`src/rtl/oled_i2c_arbiter.sv`:
```
// Round-robin arbiter that shares the OLED i2c_master write channel between
// NUM_REQ command sequencers, with a watchdog on i2c_master completion.
module oled_i2c_arbiter #(
  parameter int          NUM_REQ     = 4,
  parameter int          AW          = 8,
  parameter int          DW          = 8,
  parameter logic [15:0] TIMEOUT_CYC = 16'd50000
) (
  input  logic                  clk,
  input  logic                  reset,
  input  logic [NUM_REQ-1:0]    req,
  output logic [NUM_REQ-1:0]    grant,
  input  logic [NUM_REQ-1:0]    wr_en,
  input  logic [NUM_REQ*AW-1:0] reg_addr,
  input  logic [NUM_REQ*DW-1:0] reg_data,
  output logic [NUM_REQ-1:0]    wr_done,
  output logic [AW-1:0]         i2c_reg_addr,
  output logic [DW-1:0]         i2c_reg_data,
  output logic                  i2c_write_en,
  input  logic                  i2c_done,
  output logic                  busy,
  output logic                  timeout,
  output logic                  dropped
);

  localparam int PW = $clog2(NUM_REQ);

  typedef enum logic [1:0] {
    IDLE,
    OWN,
    WAIT
  } state_t;

  state_t               state_q, state_d;
  logic [PW-1:0]        ptr_q, ptr_d;
  logic [PW-1:0]        owner_q, owner_d;
  logic [NUM_REQ-1:0]   grant_q, grant_d;
  logic [NUM_REQ-1:0]   wr_done_q, wr_done_d;
  logic [AW-1:0]        addr_q, addr_d;
  logic [DW-1:0]        data_q, data_d;
  logic                 write_en_q, write_en_d;
  logic                 busy_q, busy_d;
  logic                 timeout_q, timeout_d;
  logic                 dropped_q, dropped_d;
  logic [15:0]          cnt_q, cnt_d;

  logic                 found;
  logic [PW-1:0]        sel;
  logic [PW-1:0]        scan_idx;
  logic                 own_live;
  logic                 accept;
  logic [NUM_REQ-1:0]   accept_mask;

  // Scan from ptr upward, wrapping modulo NUM_REQ (valid for non-power-of-two counts).
  always_comb begin
    found    = 1'b0;
    sel      = '0;
    scan_idx = '0;
    for (int unsigned k = 0; k < NUM_REQ; k++) begin
      scan_idx = PW'((32'(ptr_q) + k) % NUM_REQ);
      if (!found && req[scan_idx]) begin
        found = 1'b1;
        sel   = scan_idx;
      end
    end
  end

  always_comb begin
    own_live    = (state_q == OWN) && req[owner_q];
    accept      = own_live && wr_en[owner_q];
    accept_mask = accept ? grant_q : '0;
  end

  always_comb begin
    state_d    = state_q;
    ptr_d      = ptr_q;
    owner_d    = owner_q;
    grant_d    = grant_q;
    busy_d     = busy_q;
    addr_d     = addr_q;
    data_d     = data_q;
    cnt_d      = cnt_q;
    wr_done_d  = '0;
    write_en_d = 1'b0;
    timeout_d  = 1'b0;
    dropped_d  = |(wr_en & ~accept_mask);

    unique case (state_q)
      IDLE: begin
        if (found) begin
          state_d = OWN;
          owner_d = sel;
          grant_d = NUM_REQ'(1) << sel;
          busy_d  = 1'b1;
        end
      end
      OWN: begin
        if (!req[owner_q]) begin
          state_d = IDLE;
          grant_d = '0;
          busy_d  = 1'b0;
          ptr_d   = (owner_q == PW'(NUM_REQ - 1)) ? '0 : owner_q + 1'b1;
        end else if (accept) begin
          state_d    = WAIT;
          addr_d     = reg_addr[owner_q*AW +: AW];
          data_d     = reg_data[owner_q*DW +: DW];
          write_en_d = 1'b1;
          cnt_d      = '0;
        end
      end
      WAIT: begin
        // Completion wins over a coincident watchdog terminal count.
        if (i2c_done) begin
          state_d   = OWN;
          wr_done_d = grant_q;
        end else if ((TIMEOUT_CYC != '0) && (cnt_q == TIMEOUT_CYC)) begin
          state_d   = OWN;
          wr_done_d = grant_q;
          timeout_d = 1'b1;
        end else if (cnt_q != '1) begin
          cnt_d = cnt_q + 16'd1;
        end
      end
      default: state_d = IDLE;
    endcase
  end

  always_ff @(posedge clk) begin
    if (!reset) begin
      state_q    <= IDLE;
      ptr_q      <= '0;
      owner_q    <= '0;
      grant_q    <= '0;
      wr_done_q  <= '0;
      addr_q     <= '0;
      data_q     <= '0;
      write_en_q <= 1'b0;
      busy_q     <= 1'b0;
      timeout_q  <= 1'b0;
      dropped_q  <= 1'b0;
      cnt_q      <= '0;
    end else begin
      state_q    <= state_d;
      ptr_q      <= ptr_d;
      owner_q    <= owner_d;
      grant_q    <= grant_d;
      wr_done_q  <= wr_done_d;
      addr_q     <= addr_d;
      data_q     <= data_d;
      write_en_q <= write_en_d;
      busy_q     <= busy_d;
      timeout_q  <= timeout_d;
      dropped_q  <= dropped_d;
      cnt_q      <= cnt_d;
    end
  end

  assign grant        = grant_q;
  assign wr_done      = wr_done_q;
  assign i2c_reg_addr = addr_q;
  assign i2c_reg_data = data_q;
  assign i2c_write_en = write_en_q;
  assign busy         = busy_q;
  assign timeout      = timeout_q;
  assign dropped      = dropped_q;

endmodule
```
`config.mk`:
```
export PLATFORM = sky130hd
export DESIGN_NAME = oled_i2c_arbiter
export DESIGN_NICKNAME = d
export VERILOG_FILES = /design/src/rtl/oled_i2c_arbiter.sv
export SDC_FILE = /design/constraint.sdc
export NUM_CORES = 1
export LEC_CHECK = 0
export ABC_AREA = 1
export CORE_MARGIN = 2
export CORE_UTILIZATION = 26
export DETAILED_ROUTE_END_ITERATION = 10
export GPL_TIMING_DRIVEN = 0
export PLACE_DENSITY = 0.49
export SYNTH_ARGS = -nofsm -noshare
export SYNTH_HDL_FRONTEND = slang
export SYNTH_SLANG_ARGS = --single-unit
```
`constraint.sdc`:
```
create_clock -name clk -period 5.3 [get_ports clk]
set_clock_uncertainty 0.2 [all_clocks]
set_input_delay 1.06 -clock clk [delete_from_list [all_inputs] [get_ports clk]]
set_output_delay 1.06 -clock clk [all_outputs]
set_load 0.01 [all_outputs]
```
After elaboration in Yosys (flattened, before gate mapping)
Cells that the tools add are included.
{ "totals": {"regBits": 50, "latch_bits": 0, "mem_bits_rw": 0, "mem_bits_ro": 0, "inputBits": 75, "memories": 0} }
{ "classes": {"add_sub_neg": 5, "mul": 0, "n_div": 0, "n_lt_le_gt_ge": 5, "n_eq_ne": 14, "shifts": 3, "mux": 44, "bitwise_logic": 5, "reduce_logical": 21} }
{ "op_table": {"columns": ["operator", "count"], "rows": [
  ["16-bit two-way mux", 5],
  ["32-bit by 6-bit variable part select with 8-bit output", 2],
  ["16-bit one-hot mux with 2 select lines", 1],
  ["2-bit two-way mux", 10],
  ["4-bit two-way mux", 5],
  ["16-bit by 1-bit adder with 16-bit output (second input constant)", 1],
  ["16-bit equality test (second input constant)", 1],
  ["16-bit inequality test (second input constant)", 1],
  ["2-bit by 3-bit less-than comparator with 1-bit output (second input constant)", 5],
  ["1-bit two-way mux", 14],
  ["1-bit binary-select mux with 2-bit select", 6],
  ["2-bit inequality test (second input constant)", 6],
  ["3-bit AND reduction", 4],
  ["4-bit one-hot mux with 2 select lines", 1],
  ["3-bit inequality test (second input constant)", 2],
  ["2-bit one-hot mux with 3 select lines", 1],
  ["2-bit AND reduction", 3],
  ["6-bit AND reduction", 1],
  ["1-bit logical AND", 5],
  ["2-bit by 1-bit adder with 2-bit output (second input constant)", 2],
  ["2-bit adder (second input constant)", 2],
  ["4-bit AND", 1],
  ["2-bit equality test (second input constant)", 2],
  ["4-bit inverter", 1],
  ["10 further kinds", 15]
]} }

Longest topological paths before layout
{ "logic_depth": {"depth_word": 15, "mapped_depth": 13, "ltp_nobuf": 12} }

Least setup slack after synthesis
OpenSTA, ideal clock, no wires.
{ "synth_path": {"path_kind": "input port to flip-flop", "startpoint": "input req[3]", "endpoint": "register cnt_q[6]", "arrival_ns": 1.995, "slack_ns": 3.035, "cell_stages": 11, "n_path_buf": 1, "path_cell_list": "nand2_1 -> nand3_1 -> nand2_1 -> nor2_2 -> nand2_4 -> o21ai_4 -> nand2_4 -> inv_2 -> buf_6 -> nand2_1 -> a21oi_2"} }
{ "synth_between": {"elab_chain_len": 6, "word_cells_on_any_way": 7} }
{ "synth_rtl": {"columns": ["element", "line", "rtl"], "rows": [
  ["from (decl)", "11", "input logic [NUM_REQ-1:0] req,"],
  ["1-bit binary-select mux with 2-bit select (*)", "69, 98", null],
  ["1-bit two-way mux (not written as such) (*)", "69, 98", null],
  ["1-bit logical AND", "69", "own_live = (state_q == OWN) && req[owner_q];"],
  ["1-bit logical AND", "70", "accept = own_live && wr_en[owner_q];"],
  ["2-bit inequality test (no source line)", null, null],
  ["6-bit AND reduction (no source line) (*)", null, null],
  ["to (signal assigned)", "154", "cnt_q <= cnt_d;"],
  ["to (decl)", "45", "logic [15:0] cnt_q, cnt_d;"]
]} }
Every way passes the cells marked *; elsewhere a longest branch is shown, timed or not. The select of a mux whose other input is x is not followed.
A chain may end at the register's enable or synchronous reset.

Worst setup path in the final report
{ "layout_path": {"startpoint": "input req[2]", "endpoint": "register grant_q[1], in the netlist grant[1]"} }
{ "layout_between": {"elab_chain_len": 15, "word_cells_on_any_way": 30} }
{ "layout_rtl": {"columns": ["element", "line", "rtl"], "rows": [
  ["1-bit binary-select mux with 2-bit select", "61", "if (!found && req[scan_idx]) begin"],
  ["1-bit two-way mux (not written as such)", "61", null],
  ["1-bit two-way mux", "61", null],
  ["1-bit logical NOT", "61", null],
  ["1-bit logical AND", "61", null],
  ["1-bit two-way mux", "61", null],
  ["1-bit logical NOT", "61", null],
  ["1-bit logical AND", "61", null],
  ["1-bit two-way mux", "61", null],
  ["1-bit logical NOT", "61", null],
  ["1-bit logical AND", "61", null],
  ["2-bit two-way mux", "61", null],
  ["1-bit by 2-bit << shifter with 4-bit output", "93", "grant_d = NUM_REQ'(1) << sel;"],
  ["4-bit two-way mux", "90", "if (found) begin"],
  ["4-bit one-hot mux with 2 select lines", "88", "unique case (state_q)"],
  ["to (signal assigned)", "146", "grant_q <= grant_d;"],
  ["to (decl)", "37", "logic [NUM_REQ-1:0] grant_q, grant_d;"]
]} }
Parallel ways exist; a longest one is shown, timed or not. The select of a mux whose other input is x is not followed.

==> qor.yml <==
grt:
  overflow: 0
  grt.total_usage: 0.162
  antenna_found_initial: 0
  grt_max_degree: 16
  grt_pass1_wl_um: 16800
  first_global_vias: 3436
final_layout:
  multiInputGateArea_sq_um: 1830
  nFillCells: 1251
  drive_gt1_frac: 0.0772
  regArea_sq_um: 1000
  antenna_cells: 0
  num-nets-final: 686
  area_growth_syn_to_layout_pct: 43.9
  final_core_util: 0.378
floorplanning:
  die_area_sq_um: 12900
  io_pins: 103
  core_area_sq_um: 11900
  rows: 40
  start_util: 0.263
  fp.dieH_um: 114
  die_w_um: 114
sta:
  fmax_mhz: 362
  worst_slack_ns: 2.54
  drv_slew: 0
  slew_headroom: 0.526
  hold_violations: 0
  rsz0062_at_grt: "false"
  post-route-period-util: 0.521
  finalSetupViolations: 0
  tightest_slew_ns: 0.711
  tns_ns: 0
  fin_crit_ns: 2.76
cts:
  postCtsSetupBuffers: 0
  cts.clk_slew.worst_paths_ns: 0.06
  cts_resized: 0
  clockRootBuffer: "clkbuf_16"
  htree_levels: 2
  clock_path_buffers: 2
  cts_num_sinks: 50
  cts-buffers-inserted: 5
  insertion_delay_ns: 0.29
  cts_tree: "yes"
  ctsHoldBuffers: 0
logic_synthesis:
  synth-seq-area-share: 0.321
  synth_top_area_frac: 0.321
  synth-edff-count: 0
  synthesis.nets: 577
  synth_most_common_cell: "nand2_1"
  ys_ff_latch: 50
  synthCells: 499
  async_flop_share: 0
  synthFlopType: "dfxtp_1"
  synth_area_per_cell_sq_um: 6.25
  synth_commonest_cells: "106 x nand2_1, 102 x nor2_1, 55 x o21ai_0, 50 x dfxtp_1, 39 x inv_1"
  synth_cell_types: 36
  synth_area_sq_um: 3120
  ys.warnings.count: 0
  ys_top_cells_by_area: "dfxtp_1 32%, nand2_1 13%, nor2_1 12%, o21ai_0 8.8%, inv_1 4.7%"
  synth_area_leader_cell: "dfxtp_1"
worst_setup_path:
  ff2ff_path_depth: 13
  path_max_fanout: 9
  critPathArrivalTime_ns: 2.78
  critPathLaunchType: "input port"
  reg2reg_setup_slack_ns: 3.20
  max_stage_delay_ns: 0.54
  crit_type: "in -> reg"
  critPathSlowestCell: "clkdlybuf4s50_1"
  r2r_end: "cnt_q[7]$_SDFFE_PN0P_"
  end_kind: "flop"
  critPathBufInv: 2
  path_cells: "clkdlybuf4s50_1 > inv_1 > nand2_1 > nand2_1 > nor2_1 > nor2_1 > nand3_1 > nand2_2 > nor2_2 > nand2_1 > a21oi_1"
  cp_top_family: "simple AND/OR/NAND/NOR gates"
  cpMostUsedCell: "nand2_1"
  r2r_start: "cnt_q[0]$_SDFFE_PN0P_"
  required_ns: 5.31
route:
  drc: 0
  drtIter0Drc: 98
  wire_per_inst_um: 13.5
  viasPerCell: 4.69
  wl_um: 10200
  drtAntennaViolNets: 0
  vias: 3543
  first_pass_iters: 6
placement:
  port_buffers: 102
  gp_congestion: 0.885
  place_hpwl_um: 8130
  post-place-ws_ns: 2.26
worst_hold_path:
  hold_depth: 2
  hold_path_class: "reg -> reg"
  hold_path_end: "busy$_SDFFE_PN0P_"
  hold_start: "busy$_SDFFE_PN0P_"
status:
  status: "finished clean"
power_and_ir_drop:
  finalPower_mw: 1.78
  leakagePower_nw: 1.74
  powerDensity_nw_per_um2: 396
  vdd_drop_max_mv: 0.135
flow_run:
  max_cap_violations: 0
==> final cells by class <==
cell class                 count  share of cell area
inverter                      46              0.0390
clock buffer                   5              0.0279
buffer                        22              0.0256
multi-input combinational    381               0.407
sequential                    50               0.223
clock inverter                 3             0.00892
timing repair buffer         102               0.227
tap                          147              0.0410
==> cells by family (layout without fill, tap and decap cells) <==
| kind of cell | after synthesis | count (layout) | synth area share |
|---|---|---|---|
| simple gates | 263 | 263 | 0.352 |
| compound gates | 107 | 107 | 0.199 |
| buf+inv | 68 | 178 | 0.0931 |
| flops | 50 | 50 | 0.321 |
| xor+xnor | 8 | 8 | 0.0225 |
| fa+ha+maj | 3 | 3 | 0.0120 |
==> stage by stage <==
step,hold WS (ns),cells,instance area (sq um)
6_report,0.278,756,4490
3_3_place_gp,0.264,748,4320
4_1_cts,0.287,756,4490
2_1_floorplan,0.257,499,3120
3_5_place_dp,0.277,748,4320
5_1_grt,0.321,756,4490
==> how the worst max path moves through the flow <==
stage                     startpoint                endpoint  slack, ns  depth (start not counted)
final                         req[2]   grant[1]$_SDFFE_PN0P_       2.54                         11
after detailed placement      req[3]  cnt_q[10]$_SDFFE_PN0P_       2.26                         12
after CTS                     req[3]  cnt_q[10]$_SDFFE_PN0P_       2.57                         12
after global placement        req[3]   grant[1]$_SDFFE_PN0P_       2.29                         11
after global routing          req[2]   grant[1]$_SDFFE_PN0P_       2.34                         11
after floorplan               req[3]   cnt_q[6]$_SDFFE_PN0P_       3.04                         11
==> cells in the final DEF (no fill, tap or decap), types with 4 or more instances in the layout <==
| cell | synthesis | routed |
|---|---|---|
| o21ai_0 | 55 | 55 |
| nor3_1 | 9 | 9 |
| nand4_1 | 4 | 4 |
| clkdlybuf4s50_1 | 0 | 102 |
| inv_1 | 39 | 39 |
| buf_2 | 5 | 5 |
| nand2_1 | 106 | 106 |
| dfxtp_1 | 50 | 50 |
| xor2_1 | 7 | 7 |
| clkbuf_16 | 0 | 5 |
| inv_2 | 5 | 5 |
| a31oi_1 | 16 | 16 |
| a21oi_2 | 9 | 9 |
| a21oi_1 | 15 | 15 |
| nor2_1 | 102 | 102 |
| clkbuf_1 | 11 | 11 |
| nand3_1 | 28 | 28 |
| nand2_2 | 5 | 5 |
| nor2_2 | 4 | 4 |
==> state kept, by name, indices dropped and copies added, names as in the netlist <==
signal        flops
busy              1
cnt_q            16
wr_done           4
i2c_reg_addr      8
owner_q           2
grant             4
i2c_reg_data      8
state_q           2
i2c_write_en      1
dropped           1
timeout           1
ptr_q             2
==> tightest hold or removal path, delay by kind of cell, from the launching register on <==
| kind | cells | cell delay (ns) |
|---|---|---|
| AND/OR/NAND/NOR | 1 | 0.06 |
| AO/OA/AOI/OAI | 1 | 0.06 |
| flip-flops | 1 | 0.31 |
==> per-layer routing <==
metal,global-route usage,vias to the layer above,wire length [um],share of wire
met1,0.203,1563,4750,0.46
met2,0.272,134,4410,0.43
met4,0.0382,0,131,0.013
met3,0.0499,11,926,0.091
li1,-,1835,-,-
met5,0,-,0,0
==> power breakdown <==
part	total, mW	internal, mW	switching (mW)	leakage [nW]
registers	0.505	0.450	0.0550	0.406
clock network	0.367	0.221	0.145	0.0836
logic	0.906	0.355	0.551	1.25
total	1.78	1.03	0.751	1.74
Power figures use the tool's default switching activity.
